`config.mk`:
```
export PLATFORM = sky130hd
export DESIGN_NAME = beta_alu_issue
export DESIGN_NICKNAME = d
export VERILOG_FILES = /design/src/rtl/beta_alu_issue.sv
export SDC_FILE = /design/constraint.sdc
export NUM_CORES = 1
export LEC_CHECK = 0
export ABC_AREA = 1
export BUFFER_PORTS_ARGS = -buffer_cell sky130_fd_sc_hd__buf_2
export CORE_MARGIN = 1
export CORE_UTILIZATION = 40
export CTS_CLUSTER_DIAMETER = 40
export DETAILED_ROUTE_END_ITERATION = 6
export PLACE_DENSITY = 0.7
export SLEW_MARGIN = 0
export SYNTH_ARGS = -nofsm -noshare
export SYNTH_HDL_FRONTEND = slang
export SYNTH_SLANG_ARGS = --single-unit
```
`constraint.sdc`:
```
create_clock -name clk -period 1.5 [get_ports clk]
set_clock_uncertainty 0.1 [all_clocks]
set_input_delay 0.225 -clock clk [delete_from_list [all_inputs] [get_ports clk]]
set_output_delay 0.225 -clock clk [all_outputs]
set_load 0.02 [all_outputs]
```
`src/rtl/beta_alu_issue.sv`:
```
// Beta OP/OPC issue stage: decodes one instruction into ALU operands (S1), then
// captures the ALU result into a writeback packet (S2). Both sides are valid/ready.
module beta_alu_issue #(
    parameter int                DATA_W         = 32,
    parameter logic [DATA_W-1:0] ILLEGAL_RESULT = 32'h0000_0000
) (
    input  logic              clk,
    input  logic              rst_n,

    input  logic              in_valid,
    output logic              in_ready,
    input  logic [31:0]       in_instr,
    input  logic [DATA_W-1:0] in_ra_data,
    input  logic [DATA_W-1:0] in_rb_data,

    output logic [DATA_W-1:0] alu_a,
    output logic [DATA_W-1:0] alu_b,
    output logic [3:0]        alu_fn,
    input  logic [DATA_W-1:0] alu_c,

    output logic              out_valid,
    input  logic              out_ready,
    output logic [4:0]        out_rc,
    output logic [DATA_W-1:0] out_data,
    output logic              out_we,
    output logic              out_illegal
);

    typedef struct packed {
        logic [DATA_W-1:0] a;
        logic [DATA_W-1:0] b;
        logic [3:0]        fn;
        logic [4:0]        rc;
        logic              illegal;
    } s1_t;

    localparam logic [4:0] R31 = 5'd31;

    logic              s1_valid;
    s1_t               s1;
    s1_t               dec;
    logic              s2_adv;
    logic              accept;

    logic [5:0]        opcode;
    logic              is_op;
    logic              is_opc;
    logic              fn_reserved;
    logic [DATA_W-1:0] lit_sext;
    logic              unused_ra_idx;

    // Ra/Rb indices are resolved by the register file upstream; only the data arrives here.
    assign unused_ra_idx = ^in_instr[20:16];

    assign s2_adv   = !out_valid || out_ready;
    assign in_ready = !s1_valid || s2_adv;
    assign accept   = in_valid && in_ready;

    assign opcode      = in_instr[31:26];
    assign is_op       = (opcode[5:4] == 2'b10);
    assign is_opc      = (opcode[5:4] == 2'b11);
    assign fn_reserved = (opcode[2:0] == 3'b111);
    assign lit_sext    = {{(DATA_W-16){in_instr[15]}}, in_instr[15:0]};

    always_comb begin
        // NOTE: every field gets a default before any branch so no latch is inferred.
        dec         = '0;
        dec.rc      = in_instr[25:21];
        dec.illegal = 1'b1;
        if ((is_op || is_opc) && !fn_reserved) begin
            dec.illegal = 1'b0;
            dec.fn      = opcode[3:0];
            dec.a       = in_ra_data;
            dec.b       = is_opc ? lit_sext : in_rb_data;
        end
    end

    // S1: decoded operands, held while the output side stalls.
    always_ff @(posedge clk or negedge rst_n) begin
        if (!rst_n) begin
            // NOTE: the S1 payload is reset too, because it drives alu_* directly and
            // those must read zero while in reset.
            s1_valid <= 1'b0;
            s1       <= '0;
        end else if (accept) begin
            // NOTE: non-blocking updates let S1 take the new word on the same edge that
            // S2 samples the old S1 contents, giving full throughput with no bubble.
            s1_valid <= 1'b1;
            s1       <= dec;
        end else if (s2_adv) begin
            s1_valid <= 1'b0;
        end
    end

    assign alu_a  = s1.a;
    assign alu_b  = s1.b;
    assign alu_fn = s1.fn;

    // S2: writeback packet; payload only changes when a real S1 entry moves in.
    always_ff @(posedge clk or negedge rst_n) begin
        if (!rst_n) begin
            out_valid   <= 1'b0;
            out_rc      <= '0;
            out_data    <= '0;
            out_we      <= 1'b0;
            out_illegal <= 1'b0;
        end else if (s2_adv) begin
            out_valid <= s1_valid;
            if (s1_valid) begin
                out_rc      <= s1.rc;
                out_data    <= s1.illegal ? ILLEGAL_RESULT : alu_c;
                out_we      <= !s1.illegal && (s1.rc != R31);
                out_illegal <= s1.illegal;
            end
        end
    end

endmodule

```
==> summary.md, run 1 <==
| Metric | Value |
|---|---|
| Flop pwr share | `0.380` |
| CP Max Fanout | `3` |
| DIE HEIGHT | `116 um` |
| Synthesized flop and latch total | `115` |
| Pint | `0.00705 W` |
| Setup TNS Final | `0 ps` |
| # fillers | `1103` |
| Drt total wl | `13.4 mm` |
| Post-synthesis instance area | `0.00519 sq mm` |
| Synth Area per Inst | `8.15 sq um` |
| Clk root buf | `clkbuf_16` |
| N_diodes | `0` |
| Worst VDD drop | `0.696 mV` |
| Initial antenna violation count | `0` |
| Via count | `4717` |
| RSZ-0062 raised after global routing | `no` |
| Layout Nets | `1018` |
| Crit-path max cell delay | `400 ps` |
| Achievable frequency | `705 MHz` |
| Htree depth | `4` |
| WS Path Type | `reg -> out` |
| Post-DP HPWL | `8.29 mm` |
| Pwr Density | `1340 mW/mm^2` |
| Largest net degree at the start of global routing | `72` |
| HP Class | `in -> reg` |
| Leak | `4.44 nW` |
| Mapped Cells | `637` |
| Drt wl/cell | `12.6 um` |
| # IOs | `241` |
| CTS Buf Count | `17` |
| Ys Warns | `0` |
| Initial DRC count | `249` |
| Final ANT Viol Nets | `0` |
| Setup Buffers After CTS | `0` |
| Ratio of cells with drive above 1 in the final layout | `0.316` |
| Min Clock Period, post-route | `1420 ps` |
| Critical Path AT | `1090 ps` |
| WP buf/inv | `1` |
| Starting density of the core | `0.411` |
| Seq/Total Area, Yosys | `0.554` |
| CP Cell Sequence | `nand3_2, buf_2` |
| First-pass GRT wire length | `20.5 mm` |
| Clk slew on worst S/H paths | `50 ps` |
| Worst Tran Pin Value | `549 ps` |
| Drc violations | `0` |
| Slowest cell on the critical path | `dfrtp_1` |
| Tcrit/Tclk final | `0.946` |
| GPL Wtd Cong | `0.732` |
| Status | `complete, no violations` |
| Vias/cell | `4.41` |
| Yosys top cell by area | `dfrtp_1` |
| Number of global-route vias before repair | `4379` |
| CTS Buffer Depth | `2` |
| CP startpoint kind | `flop` |
| Grt total ovfl | `0` |
| Reg area | `0.00288 sq mm` |
| Site Rows | `41` |
| Skew-Pair Late Insertion Delay | `390 ps` |
| Number of buffers added on ports | `235` |
| Max Cap Viol | `0` |
| Initial DRT Pass Iterations | `4` |
| Die X | `116 um` |
| Slew Viols, Final | `0` |
| Total track usage | `0.198` |
| Critical path's top delay family | `flip-flops` |
| Synth cell types | `16` |
| Commonest non-fill, non-tap cells in the layout | `nand2_1, buf_2, dfrtp_1` |
| Final Hold Viols | `0` |
| Slew headroom | `0.634` |
| Clk network pwr share | `0.396` |
| Setup-failing EPs final | `0` |
| Reg2reg setup slack | `120 ps` |
| Die Area | `0.0134 sq mm` |
| Most common cell after layout, fill and taps aside | `nand2_1` |
| Sw Share | `0.297` |
| DP Area | `0.00608 sq mm` |
| CTS tree | `done` |
| CTS sink cnt | `115` |
| Yosys top cell area share | `0.554` |
| Synthesis-to-finish area growth | `44.0%` |
| Core area | `0.0126 sq mm` |
| CP required | `1170 ps` |
| Pwr Total | `0.0100 W` |
| Top cells by area, synth | `dfrtp_1, nand2_1, buf_4` |
| Combinational Power Share | `0.225` |
| Crit. End Element | `primary output` |
| Multi-input gate area | `0.00163 sq mm` |
| Final Instance Area | `0.00747 sq mm` |
| Net Count, Synth | `769` |
| NetSw | `0.00298 W` |
[power by group through the flow]
| stage | logic (W) | registers, W | clock network, W |
|---|---|---|---|
| 2_1_floorplan | 0.00121 | 0.00411 | 0 |
| 3_3_place_gp | 0.00207 | 0.00383 | 0 |
| 3_5_place_dp | 0.00209 | 0.00384 | 0 |
| 4_1_cts | 0.00224 | 0.00380 | 0.00407 |
| 5_1_grt | 0.00248 | 0.00386 | 0.00420 |
| 6_report | 0.00225 | 0.00381 | 0.00397 |
[area by class of cell]
cell class	count	share of cell area
timing repair buffer	324	0.285
sequential	115	0.385
clock inverter	10	0.0179
timing repair inverter	1	0.000670
tap	172	0.0288
multi-input combinational	419	0.217
inverter	8	0.00452
clock buffer	21	0.0603
[kinds of logic after synthesis]
logic type | Yosys count | synth area share
AO/OA/AOI/OAI | 12 | 0.0116
buffers and inverters | 103 | 0.133
flip-flops | 115 | 0.554
AND/OR/NAND/NOR | 407 | 0.301
[timing repair]
item,4_1_cts,5_1_grt
hold buffers,77,0
endpoints found under the setup margin,0,57
hold endpoints to repair,191,0
gates resized for setup,0,2
[tightest hold or removal path, stage by stage]
cell and delay (ps):
buf_2 80, nand2_1 40, nand2_1 50, nand2_1 40, nand2_1 40
[per-layer routing]
metal | GRT usage | up-vias | share of wire
li1 | - | 2354 | -
met1 | 0.238 | 2138 | 0.44
met2 | 0.329 | 200 | 0.47
met3 | 0.0633 | 25 | 0.075
met4 | 0.0795 | 0 | 0.021
met5 | 0 | - | 0
[synthesized netlist by cell type]
master    instances
buf_2            19
o21ai_0          11
a21oi_1           1
nor2_1            3
buf_4            69
inv_2             1
nand2_1         396
nor2_4            2
nand3_2           1
buf_6             3
nand2_2           3
clkbuf_1          4
dfrtp_1         115
nand4_1           1
nand3_1           1
inv_1             7
[through the flow]
| step | hold WS (ps) | worst slack [ps] | utilization | instances |
|---|---|---|---|---|
| 2_1_floorplan | -171 | 45.7 | - | 637 |
| 3_3_place_gp | 165 | 109 | 0.482 | 960 |
| 3_5_place_dp | 171 | 33.0 | 0.482 | 960 |
| 4_1_cts | 0.219 | 30.7 | 0.589 | 1068 |
| 5_1_grt | 23.4 | 8.44 | 0.592 | 1070 |
| 6_report | 20.2 | 80.6 | 0.592 | 1070 |
[registers in the layout (all words and copies together) (netlist names)]
| signal | count |
|---|---|
| s1 | 6 |
| alu_a | 32 |
| out_valid | 1 |
| alu_fn | 4 |
| out_data | 32 |
| out_we | 1 |
| out_illegal | 1 |
| out_rc | 5 |
| s1_valid | 1 |
| alu_b | 32 |
[worst paths after layout]
kind                                        from                       end  cells after the start
max                         s1_valid$_DFFE_PN0P_                  in_ready                      2
min                                 in_instr[10]     alu_b[10]$_DFFE_PN0P_                      5
max reg2reg                 s1_valid$_DFFE_PN0P_     alu_a[30]$_DFFE_PN0P_                      6
min reg2reg                alu_a[27]$_DFFE_PN0P_     alu_a[27]$_DFFE_PN0P_                      2
max in group asynchronous                  rst_n     alu_b[21]$_DFFE_PN0P_                      3
min in group asynchronous                  rst_n  out_data[31]$_DFFE_PN0P_                      3
No activity file was read; power rests on OpenSTA's default activity.
==> inputs of run 2 (changes only) <==
--- a/config.mk
+++ b/config.mk
@@ -12,6 +12,7 @@
 export CTS_CLUSTER_DIAMETER = 40
 export DETAILED_ROUTE_END_ITERATION = 6
 export PLACE_DENSITY = 0.7
+export RECOVER_POWER = 50
 export SLEW_MARGIN = 0
 export SYNTH_ARGS = -nofsm -noshare
 export SYNTH_HDL_FRONTEND = slang
==> run 2 against run 1 <==
Against the previous run:
- sequential power barely moved
- die area unchanged
- sequential cell count is the same
- cell area fell by 0.99%
- clock power about the same
- combinational power down 2%
- first-iteration DRC count decreased by 0.40%
==> summary.md, run 2 (synthesis results as in run 1) <==
| Metric | Value |
|---|---|
| Drt total wl | `13.5 mm (+0.29%)` |
| Number of buffers added on ports | `235 (unchanged)` |
| Crit. End Element | `primary output` |
| CP Cell Sequence | `nand3_2, buf_2` |
| Final ANT Viol Nets | `0 (unchanged)` |
| Starting density of the core | `0.411 (unchanged)` |
| CTS sink cnt | `115 (unchanged)` |
| Largest net degree at the start of global routing | `72 (unchanged)` |
| Clk slew on worst S/H paths | `50 ps (about the same)` |
| # fillers | `1124 (+1.9%)` |
| Die X | `116 um (unchanged)` |
| DIE HEIGHT | `116 um (unchanged)` |
| Die Area | `0.0134 sq mm (unchanged)` |
| PnR worst setup slack | `86.5 ps (+5.87 ps)` |
| Initial DRC count | `248 (-0.40%)` |
| WP buf/inv | `1 (unchanged)` |
| Vias/cell | `4.39 (-0.34%)` |
| Slew Viols, Final | `0 (unchanged)` |
| Grt total ovfl | `0 (unchanged)` |
| Setup-failing EPs final | `0 (unchanged)` |
| Worst VDD drop | `0.695 mV (-0.12%)` |
| Final Hold Viols | `0 (unchanged)` |
| RSZ-0062 raised after global routing | `no` |
| Status | `complete, no violations` |
| CP startpoint kind | `flop` |
| Core area | `0.0126 sq mm (unchanged)` |
| Total track usage | `0.198 (unchanged)` |
| N_diodes | `0 (unchanged)` |
| Drc violations | `0 (unchanged)` |
| # IOs | `241 (unchanged)` |
| Initial antenna violation count | `0 (unchanged)` |
| Pwr Density | `1350 mW/mm^2 (+0.47%)` |
| CTS Buffer Depth | `2 (unchanged)` |
| Layout Nets | `1018 (unchanged)` |
| Worst Tran Pin Value | `879 ps (+330 ps)` |
| Max Cap Viol | `0 (unchanged)` |
| Setup TNS Final | `0 ps (unchanged)` |
| Pre-CTS WS | `33.0 ps (unchanged)` |
| Post-DP HPWL | `8.29 mm (unchanged)` |
| Number of global-route vias before repair | `4379 (unchanged)` |
| Clk root buf | `clkbuf_16` |
| Tcrit/Tclk final | `0.942 (-0.00391)` |
| GPL Wtd Cong | `0.732 (unchanged)` |
| Via count | `4701 (-0.34%)` |
| Drt wl/cell | `12.6 um (+0.29%)` |
| Most common cell after layout, fill and taps aside | `nand2_1` |
| Htree depth | `4 (unchanged)` |
| Crit-path max cell delay | `400 ps (about the same)` |
| Reg2reg setup slack | `130 ps (about the same)` |
| Slowest cell on the critical path | `dfrtp_1` |
| Slew headroom | `0.414 (-0.220)` |
| Ratio of cells with drive above 1 in the final layout | `0.263 (-0.0535)` |
| Commonest non-fill, non-tap cells in the layout | `nand2_1, buf_2, dfrtp_1` |
| Critical Path AT | `1090 ps (about the same)` |
| Initial DRT Pass Iterations | `4 (unchanged)` |
| CP Max Fanout | `3 (unchanged)` |
| Skew-Pair Late Insertion Delay | `390 ps (about the same)` |
| CTS Buf Count | `17 (unchanged)` |
| CP required | `1170 ps (about the same)` |
| Critical path's top delay family | `flip-flops` |
| First-pass GRT wire length | `20.5 mm (unchanged)` |
| Site Rows | `41 (unchanged)` |
| Min Clock Period, post-route | `1410 ps (-5.87 ps)` |
| Synthesis-to-finish area growth | `42.6%` |
| WS Path Type | `reg -> out` |
| Achievable frequency | `707 MHz (+0.42%)` |
| HP Class | `in -> reg` |
| CTS tree | `done` |
| Leak | `4.26 nW (-4.1%)` |
run 2: final timing paths:
check / start / end / depth (start not counted)
max in group asynchronous: rst_n / alu_b[31]$_DFFE_PN0P_ / 3
worst max-delay path: out_valid$_DFFE_PN0P_ / in_ready / 2
min in group asynchronous: rst_n / out_data[25]$_DFFE_PN0P_ / 3
worst max register to register: out_valid$_DFFE_PN0P_ / alu_a[30]$_DFFE_PN0P_ / 6
worst min register to register: alu_b[8]$_DFFE_PN0P_ / alu_b[8]$_DFFE_PN0P_ / 2
worst min-delay path: in_instr[10] / alu_b[10]$_DFFE_PN0P_ / 5
run 2: power breakdown:
group          internal [W]  switching, W
Combinational      0.000793       0.00140
Clock               0.00263       0.00133
Sequential          0.00357      0.000249
Total               0.00699       0.00299
run 2: worst min-delay path: stages:
cell	delay, ps
buf_2	80
nand2_1	40
nand2_1	50
nand2_1	40
nand2_1	40
run 2: per-stage QoR:
step	area, sq um	power (W)	instances	hold slack (ps)	util
after floorplan	5190	0.00532	637	-171	-
after detailed placement	6080	0.00593	960	171	0.482
final	7400	0.00998	1070	18.9	0.586
after global routing	7400	0.0105	1070	23.4	0.586
after CTS	7430	0.0101	1068	0.219	0.589
after global placement	6080	0.00589	960	165	0.482
run 2: repair_timing:
item / in CTS / in global routing
setup buffers: 0 / 0
resized for setup: 0 / 2
endpoints found under the setup margin: 0 / 57
endpoints found under the hold margin: 191 / 0
hold buffers: 77 / 0
run 2: layout make-up:
class                      instances  area (sq um)  share of cell area
clock buffer                      21           450              0.0609
clock inverter                    10           134              0.0181
inverter                           8          33.8             0.00457
multi-input combinational        419          1620               0.219
sequential                       115          2880               0.389
tap                              172           215              0.0291
timing repair buffer             324          2060               0.278
timing repair inverter             1          5.00            0.000676
run 2: layer usage:
| metal | wire (um) | part of all wire | track usage |
|---|---|---|---|
| met5 | 0 | 0 | 0 |
| met4 | 282 | 0.021 | 0.0795 |
| met3 | 999 | 0.074 | 0.0633 |
| met2 | 6340 | 0.47 | 0.329 |
| met1 | 5860 | 0.43 | 0.238 |
